File: config.mk
export PLATFORM = sky130hd
export DESIGN_NAME = packet_stream_arbiter
export DESIGN_NICKNAME = d
export VERILOG_FILES = /design/src/rtl/pkt_arb_pkg.sv /design/src/rtl/rr_picker.sv /design/src/rtl/packet_stream_arbiter.sv
export SDC_FILE = /design/constraint.sdc
export NUM_CORES = 1
export LEC_CHECK = 0
export BUFFER_PORTS_ARGS = -buffer_cell sky130_fd_sc_hd__buf_2
export CORE_MARGIN = 1
export CORE_UTILIZATION = 50
export CTS_BUF_LIST = sky130_fd_sc_hd__clkbuf_2 sky130_fd_sc_hd__clkbuf_4 sky130_fd_sc_hd__clkbuf_8
export DETAILED_ROUTE_END_ITERATION = 7
export PLACE_DENSITY = 0.86
export SYNTH_ARGS = -nofsm -noshare
export SYNTH_HDL_FRONTEND = slang
export SYNTH_SLANG_ARGS = --single-unit
File: constraint.sdc
create_clock -name clk -period 4.2 [get_ports clk]
set_input_delay 0.84 -clock clk [delete_from_list [all_inputs] [get_ports clk]]
set_output_delay 0.84 -clock clk [all_outputs]
set_load 0.05 [all_outputs]
File: src/rtl/pkt_arb_pkg.sv
// Shared types and constants for the packet stream arbiter: FSM states,
// legal last-beat keep encodings and MTU-derived beat limits.
package pkt_arb_pkg;

  typedef enum logic [1:0] {
    IDLE = 2'd0,
    FWD  = 2'd1,
    DROP = 2'd2,
    GAP  = 2'd3
  } state_t;

  localparam logic [3:0] KEEP_0B = 4'b0000;
  localparam logic [3:0] KEEP_1B = 4'b0001;
  localparam logic [3:0] KEEP_2B = 4'b0011;
  localparam logic [3:0] KEEP_3B = 4'b0111;
  localparam logic [3:0] KEEP_4B = 4'b1111;

  localparam int MTU_BYTES         = 1522;
  localparam int DEFAULT_MAX_BEATS = (MTU_BYTES + 3) / 4;

  // Only contiguous low-aligned byte masks are meaningful to the decoder.
  function automatic logic keep_is_legal(input logic [3:0] k);
    return (k == KEEP_0B) || (k == KEEP_1B) || (k == KEEP_2B) ||
           (k == KEEP_3B) || (k == KEEP_4B);
  endfunction

endpackage

File: src/rtl/rr_picker.sv
// Combinational round-robin search: returns the first requester found
// scanning rr_ptr+1, rr_ptr+2, ... modulo NUM_SRC.
module rr_picker #(
  parameter int NUM_SRC = 4,
  parameter int IDX_W   = 2
) (
  input  logic [NUM_SRC-1:0] req,
  input  logic [IDX_W-1:0]   rr_ptr,
  output logic               found,
  output logic [IDX_W-1:0]   idx
);

  logic [IDX_W-1:0]   cand_idx  [NUM_SRC];
  logic [NUM_SRC-1:0] cand_req;
  logic [IDX_W-1:0]   idx_chain [NUM_SRC+1];

  assign idx_chain[NUM_SRC] = '0;

  // Candidate gi is offset gi+1 from the pointer; lower offsets win.
  for (genvar gi = 0; gi < NUM_SRC; gi++) begin : g_cand
    logic [IDX_W:0] sum;
    assign sum = {1'b0, rr_ptr} + (IDX_W+1)'(gi + 1);
    assign cand_idx[gi] = (sum >= (IDX_W+1)'(NUM_SRC)) ?
                          IDX_W'(sum - (IDX_W+1)'(NUM_SRC)) : sum[IDX_W-1:0];
    assign cand_req[gi]  = req[cand_idx[gi]];
    assign idx_chain[gi] = cand_req[gi] ? cand_idx[gi] : idx_chain[gi+1];
  end

  assign found = |req;
  assign idx   = idx_chain[0];

endmodule

File: src/rtl/packet_stream_arbiter.sv
// Packet-granular round-robin arbiter feeding packet_decoder's single beat
// input, with post-packet idle gap, MTU truncation and keep checking.
module packet_stream_arbiter
  import pkt_arb_pkg::*;
#(
  parameter int NUM_SRC    = 4,
  parameter int MAX_BEATS  = DEFAULT_MAX_BEATS,
  parameter int GAP_CYCLES = 1,
  parameter int CNT_W      = 16
) (
  input  logic                       clk,
  input  logic                       rst,
  input  logic [NUM_SRC*32-1:0]      src_packet4_byte,
  input  logic [NUM_SRC-1:0]         src_data_valid,
  input  logic [NUM_SRC-1:0]         src_last_valid,
  input  logic [NUM_SRC*4-1:0]       src_keep,
  output logic [NUM_SRC-1:0]         src_ready,
  output logic [31:0]                packet4_byte,
  output logic                       data_valid,
  output logic                       last_valid,
  output logic [3:0]                 keep,
  output logic [$clog2(NUM_SRC)-1:0] grant_id,
  output logic                       busy,
  output logic [CNT_W-1:0]           trunc_cnt,
  output logic                       keep_err
);

  localparam int IDX_W  = $clog2(NUM_SRC);
  localparam int BCNT_W = $clog2(MAX_BEATS + 1);
  localparam int GCNT_W = $clog2(GAP_CYCLES + 1);
  localparam logic [BCNT_W-1:0] LAST_CNT = BCNT_W'(MAX_BEATS - 1);
  localparam logic [GCNT_W-1:0] GAP_END  = GCNT_W'(GAP_CYCLES - 1);

  state_t              state_reg, state_next;
  logic [IDX_W-1:0]    grant_reg, grant_next;
  logic [IDX_W-1:0]    rr_ptr_reg, rr_ptr_next;
  logic [BCNT_W-1:0]   beat_cnt_reg, beat_cnt_next;
  logic [GCNT_W-1:0]   gap_cnt_reg, gap_cnt_next;
  logic [31:0]         data_reg, data_next;
  logic                data_valid_reg, data_valid_next;
  logic                last_valid_reg, last_valid_next;
  logic [3:0]          keep_reg, keep_next;
  logic [CNT_W-1:0]    trunc_cnt_reg, trunc_cnt_next;
  logic                keep_err_reg, keep_err_next;

  logic [IDX_W-1:0]    pick_idx;
  logic                pick_found;
  logic [31:0]         beat_arr [NUM_SRC];
  logic [3:0]          keep_arr [NUM_SRC];
  logic                sel_valid, sel_last;
  logic [31:0]         sel_data;
  logic [3:0]          sel_keep;

  for (genvar gi = 0; gi < NUM_SRC; gi++) begin : g_src
    assign beat_arr[gi]  = src_packet4_byte[32*gi +: 32];
    assign keep_arr[gi]  = src_keep[4*gi +: 4];
    assign src_ready[gi] = ((state_reg == FWD) || (state_reg == DROP)) &&
                           (grant_reg == IDX_W'(gi));
  end

  assign sel_valid = src_data_valid[grant_reg];
  assign sel_last  = src_last_valid[grant_reg];
  assign sel_data  = beat_arr[grant_reg];
  assign sel_keep  = keep_arr[grant_reg];

  rr_picker #(
    .NUM_SRC (NUM_SRC),
    .IDX_W   (IDX_W)
  ) u_rr_picker (
    .req    (src_data_valid),
    .rr_ptr (rr_ptr_reg),
    .found  (pick_found),
    .idx    (pick_idx)
  );

  always_comb begin
    state_next      = state_reg;
    grant_next      = grant_reg;
    rr_ptr_next     = rr_ptr_reg;
    beat_cnt_next   = beat_cnt_reg;
    gap_cnt_next    = gap_cnt_reg;
    data_next       = data_reg;
    keep_next       = keep_reg;
    data_valid_next = 1'b0;
    last_valid_next = 1'b0;
    trunc_cnt_next  = trunc_cnt_reg;
    keep_err_next   = keep_err_reg;

    unique case (state_reg)
      IDLE: begin
        if (pick_found) begin
          grant_next    = pick_idx;
          beat_cnt_next = '0;
          state_next    = FWD;
        end
      end
      FWD: begin
        if (sel_valid) begin
          data_valid_next = 1'b1;
          data_next       = sel_data;
          keep_next       = KEEP_4B;
          beat_cnt_next   = beat_cnt_reg + 1'b1;
          if (sel_last) begin
            last_valid_next = 1'b1;
            rr_ptr_next     = grant_reg;
            gap_cnt_next    = '0;
            state_next      = GAP;
            if (keep_is_legal(sel_keep)) keep_next = sel_keep;
            else                         keep_err_next = 1'b1;
          end else if (beat_cnt_reg == LAST_CNT) begin
            // MTU reached: close the packet downstream, swallow the rest.
            last_valid_next = 1'b1;
            rr_ptr_next     = grant_reg;
            state_next      = DROP;
            if (trunc_cnt_reg != '1) trunc_cnt_next = trunc_cnt_reg + 1'b1;
          end
        end
      end
      DROP: begin
        if (sel_valid && sel_last) begin
          gap_cnt_next = '0;
          state_next   = GAP;
        end
      end
      GAP: begin
        if (gap_cnt_reg == GAP_END) state_next   = IDLE;
        else                        gap_cnt_next = gap_cnt_reg + 1'b1;
      end
      default: state_next = IDLE;
    endcase
  end

  always_ff @(posedge clk) begin
    if (rst) begin
      state_reg      <= IDLE;
      grant_reg      <= '0;
      rr_ptr_reg     <= IDX_W'(NUM_SRC - 1);
      beat_cnt_reg   <= '0;
      gap_cnt_reg    <= '0;
      data_reg       <= '0;
      data_valid_reg <= 1'b0;
      last_valid_reg <= 1'b0;
      keep_reg       <= '0;
      trunc_cnt_reg  <= '0;
      keep_err_reg   <= 1'b0;
    end else begin
      state_reg      <= state_next;
      grant_reg      <= grant_next;
      rr_ptr_reg     <= rr_ptr_next;
      beat_cnt_reg   <= beat_cnt_next;
      gap_cnt_reg    <= gap_cnt_next;
      data_reg       <= data_next;
      data_valid_reg <= data_valid_next;
      last_valid_reg <= last_valid_next;
      keep_reg       <= keep_next;
      trunc_cnt_reg  <= trunc_cnt_next;
      keep_err_reg   <= keep_err_next;
    end
  end

  assign packet4_byte = data_reg;
  assign data_valid   = data_valid_reg;
  assign last_valid   = last_valid_reg;
  assign keep         = keep_reg;
  assign grant_id     = grant_reg;
  assign busy         = (state_reg != IDLE);
  assign trunc_cnt    = trunc_cnt_reg;
  assign keep_err     = keep_err_reg;

endmodule

-- Word-level counts from Yosys, hierarchy flattened
Cells that the tools add are included.
- register bits after elaboration: 71
- bits in latches: 0
- bits in writable memories: 0
- bits in read-only memories: 0
- input bits: 154
- output and inout port bits: 62
- logic and storage cells: 131
- memories: 0
- $add $sub $neg: 11
- multiply operators: 0
- div/mod/pow operators: 0
- order comparisons: 10
- eq/ne operators: 18
- shift operators: 0
- muxes and demuxes: 48
- bitwise gates (word level): 5
- reduce and logical (&&, ||, !) cells: 28
- operators with widths (kind ; number):
    32-bit binary-select mux with 2-bit select ; 1
    32-bit two-way mux ; 2
    2-bit two-way mux ; 16
    9-bit two-way mux ; 2
    9-bit case mux with 2 select lines ; 1
    16-bit by 1-bit adder with 16-bit output (second input constant) ; 1
    4-bit two-way mux ; 4
    16-bit inequality test (second input constant) ; 1
    3-bit >= comparator (second input constant) ; 5
    2-bit by 3-bit less-than comparator with 1-bit output (second input constant) ; 5
    1-bit two-way mux ; 13
    1-bit binary-select mux with 2-bit select ; 6
    5-bit AND reduction ; 2
    9-bit by 1-bit adder with 9-bit output (second input constant) ; 1
    9-bit equality test (second input constant) ; 1
    4-bit binary-select mux with 2-bit select ; 1
    2-bit equality test (second input constant) ; 4
    2-bit inequality test (second input constant) ; 4
    2-bit case mux with 4 select lines ; 1
    4-bit AND reduction ; 2
    2-bit by 1-bit subtractor with 2-bit output (second input constant) ; 4
    2-bit by 2-bit adder with 3-bit output (second input constant) ; 2
    3-bit AND reduction ; 2
    2-bit nonzero test ; 3
    other kinds (22) ; 36

-- Logic depth before layout (Yosys ltp)
- depth in word-level cells: 11
- gate-level depth with buffers: 9
- depth with buffers taken out: 7

-- Modules after synthesis
From an unflattened synthesis, not the netlist that was laid out.
- cell total of the unflattened synthesis: 431
- area, all modules: 4010.1 um^2
- modules (own cells, without submodules) (module ; instances ; cells an instance ; area an instance (um^2) ; seq. area each (um^2)):
    packet_stream_arbiter ; 1 ; 417 ; 3918.8 ; 1401.3
    rr_picker ; 1 ; 14 ; 91.3 ; 0.0

-- Least setup slack after synthesis
OpenSTA, ideal clock, no wires.
- kind: reg2out
- start: reg grant_reg[0] (netlist: grant_id[0])
- end: out src_ready[1]
- arrival: 2.380 ns
- data required time: 3.360 ns
- path slack: 0.980 ns
- stages on the path, launching flop included: 6
- buffers on the path: 3
- path through: dfxtp_1 -> buf_6 -> buf_2 -> buf_1 -> nand2_1 -> nor2_1
- longest elaborated chain between the ends: 2
- RTL lines (what ; RTL line ; RTL):
    from (decl) ; packet_stream_arbiter.sv:35 ; logic [IDX_W-1:0] grant_reg, grant_next;
    from (signal assigned) ; packet_stream_arbiter.sv:148 ; grant_reg <= grant_next;
    2-bit by 1-bit equality test with 1-bit output ; packet_stream_arbiter.sv:58 ; (grant_reg == IDX_W'(gi));
    1-bit logical AND ; packet_stream_arbiter.sv:57 ; assign src_ready[gi] = ((state_reg == FWD) || (state_reg == DROP)) &&
    to (decl) ; packet_stream_arbiter.sv:17 ; output logic [NUM_SRC-1:0] src_ready,
No other way between the ends.

-- Worst setup path in the final report
- start: reg grant_reg[0] (netlist: grant_id[0])
- end: out src_ready[0]
- longest elaborated chain between the ends: 2
- RTL lines (what ; RTL line):
    2-bit zero test ; packet_stream_arbiter.sv:58
    1-bit logical AND ; packet_stream_arbiter.sv:57
No other way between the ends.

==> out/results.txt <==
status: finished clean
asr flop ratio synth: 0
dominant cell type by area after synthesis: dfxtp_1
register area: 0.00140 mm^2
clock tree buffer depth: 2
FF-to-FF path depth: 6
Placement Rows: 31
Synth Register Bits: 70
R2R Path End: trunc_cnt[13]$_SDFFE_PP0P_
number of port buffers: 215
sw frac: 0.429
CTS clk-pin slew, worst paths: 0.07 ns
max FFs per register: 32
Final WS setup: 1.20 ns
Period minus WS final: 3.00 ns
setup_tns: 0 ns
unrepaired setup endpoints after global routing: false
P_sw: 1160 uW
Max-Cap Viols: 0
count of cell types in the netlist: 41
area delta synth->final: 33.9%
later-pin clock latency in the skew report: 0.34 ns
CP delay by family, top: buffers and inverters
P_int: 1540 uW
Seq/Total Area, Yosys: 0.360
setup slack, reg-to-reg: 1.44 ns
top-count cell post-synth: nand2_1
Final Skew: 0.0128 ns
Post-synth EDFFs: 0
GP Congestion: 0.860
Clk pwr share: 0.202
CP bufs+invs: 3
final slew viol count: 0
syn avg cell area: 9.23 um^2
cts repair resizes: 0
total number of vias: 4,100
Die W: 90.3 um
# Post-CTS Setup Buffers: 0
WL final: 11,800 um
DRC: 0
f_max: 333 MHz
Critical Path Source Type: flip-flop
multi-input gate area in the final layout: 0.00234 mm^2
critical path startpoint: grant_id[0]$_SDFFE_PP0P_
Synth top area share: 0.360
global-route wire length before repair: 19,400 um
Place WS: 1.35 ns
Filler cells: 589
largest net degree at the start of global routing: 58
final setup violating endpoints: 0
syn nets: 582
TritonRoute pass-1 iters: 4
Initial DRC Count: 156
drt via density: 5.64
post-DP HPWL: 9010 um
power density over the cells: 516 mW/mm^2
CTS tree: yes
Comb power frac: 0.479
routed len/inst: 16.3 um
Yosys warnings: 0
CP required: 3.36 ns
Worst path slowest cell: dfxtp_2
CTS sink count: 70
post-route antenna net violation count: 0
register share of total power: 0.319
synthesized area: 0.00390 mm^2
period utilization: 0.714
crit path to: src_ready[0]
commonest cells in the netlist: nand2_1 (77), dfxtp_1 (70), a21oi_1 (51)
Main synth FF type: dfxtp_1
Worst-Margin Slew: 0.643 ns
# hold bufs at CTS: 0
root buffer cell: clkbuf_8
gr usage total: 0.297
fin nets: 784
R2R Path Start: grant_id[0]$_SDFFE_PP0P_
placed insts: 712
main area contributors after synthesis: dfxtp_1 (36%), mux4_2 (22%), nand2_1 (7.4%)
critical path, cell by cell: buf_4 > inv_1 > and3_1 > buf_2
CTS Buf Count: 9
Worst Setup End Kind: primary output
Gate Count Post-Synth: 422
Die ar.: 0.00815 mm^2
hold wc startpoint: packet4_byte[30]$_SDFFE_PP0P_
Slew HR: 0.567
Inserted Diodes: 0
Crit path depth: 4
CP Max Fanout: 24
Peak VDD IR: 0.308 mV
Lkg Pwr: 0.00224 uW
Top Ports: 216
H-tree level count: 3
initial antenna violation count: 0
vias in the first global route: 4,261
die height: 90.3 um
Core Area: 0.00741 mm^2
layout cells sized above 1: 0.446
Power, Total: 2690 uW
crit path DAT: 2.16 ns
gr ovfl total: 0
Final Hold Viols: 0
post-route insts no fill: 727
Worst Hold Class: flip-flop to flip-flop
Worst Path Class, Setup: flip-flop to primary output
Slowest Stage Delay on Critical Path: 0.73 ns
initial core utilization: 0.526
## power by group through the flow
| stage | registers [uW] | logic, uW | clock network [uW] |
|---|---|---|---|
| 6_report | 859 | 1290 | 543 |
| 5_1_grt | 876 | 1390 | 573 |
| 4_1_cts | 862 | 1290 | 546 |
| 3_5_place_dp | 875 | 1290 | 0 |
| 3_3_place_gp | 866 | 1260 | 0 |
| 2_1_floorplan | 1080 | 778 | 0 |
## layout make-up
cell class / count / share of cell area
Timing Repair Buffer: 221 / 0.215
Clock inverter: 4 / 0.00911
Inverter: 10 / 0.00720
Clock buffer: 11 / 0.0278
Multi-Input combinational cell: 312 / 0.448
Sequential cell: 70 / 0.269
Tap cell: 99 / 0.0237
## cell usage in the layout, fill, tap and decap left out, drive strengths merged, types with 2 or more instances in the layout
master  count
ha          6
o311ai      4
o21ai      19
mux2i       4
mux4       38
buf       221
o211ai      5
nand2      77
inv        10
nor3        6
dfxtp      70
xor2        5
a21oi      51
or3        10
and2        2
nand4       6
clkbuf     11
and3        6
nand3      14
a211oi      2
nor2b       4
nand2b      5
o31ai       7
nor2       23
clkinv      2
or4         7
## layer usage
layer,track usage,vias up,share of wire
li1,-,1967,-
met2,0.532,162,0.53
met1,0.330,1935,0.37
met4,0.145,0,0.037
met3,0.0673,36,0.065
met5,0,-,0
## how the worst min path moves through the flow
stage                                          endpoint  cells past startpoint  slack [ns]
after floorplan            beat_cnt_reg[8]$_SDFFE_PP0P_                      2        0.46
after global placement    packet4_byte[27]$_SDFFE_PP0P_                      2        0.44
after detailed placement   packet4_byte[7]$_SDFFE_PP0P_                      2        0.44
after CTS                  packet4_byte[4]$_SDFFE_PP0P_                      2        0.45
after global routing       packet4_byte[9]$_SDFFE_PP0P_                      2        0.47
final                     packet4_byte[30]$_SDFFE_PP0P_                      2        0.45
## logic make-up after synthesis
family | count (synthesis) | share of synthesized area
XOR/XNOR | 5 | 0.0112
multiplexers | 42 | 0.230
buffers and inverters | 40 | 0.0424
adder cells (fa/ha/maj) | 6 | 0.0193
AO/OA/AOI/OAI | 95 | 0.140
flip-flops | 70 | 0.360
AND/OR/NAND/NOR | 164 | 0.197
## worst reg2reg max path: stages (launching register included)
cell,delay [ns]
dfxtp_2,0.73
mux4_2,0.68
nor3_2,0.24
o311ai_2,0.13
buf_4,0.23
or4_1,0.53
a21oi_1,0.15
## through the flow
stage | util | cell area (um^2) | hold WS [ns]
2_1_floorplan | - | 3900 | 0.458
3_3_place_gp | 0.678 | 5020 | 0.436
3_5_place_dp | 0.678 | 5020 | 0.444
4_1_cts | 0.704 | 5220 | 0.453
5_1_grt | 0.704 | 5220 | 0.467
6_report | 0.704 | 5220 | 0.454
(Power assumes the default switching activity.)
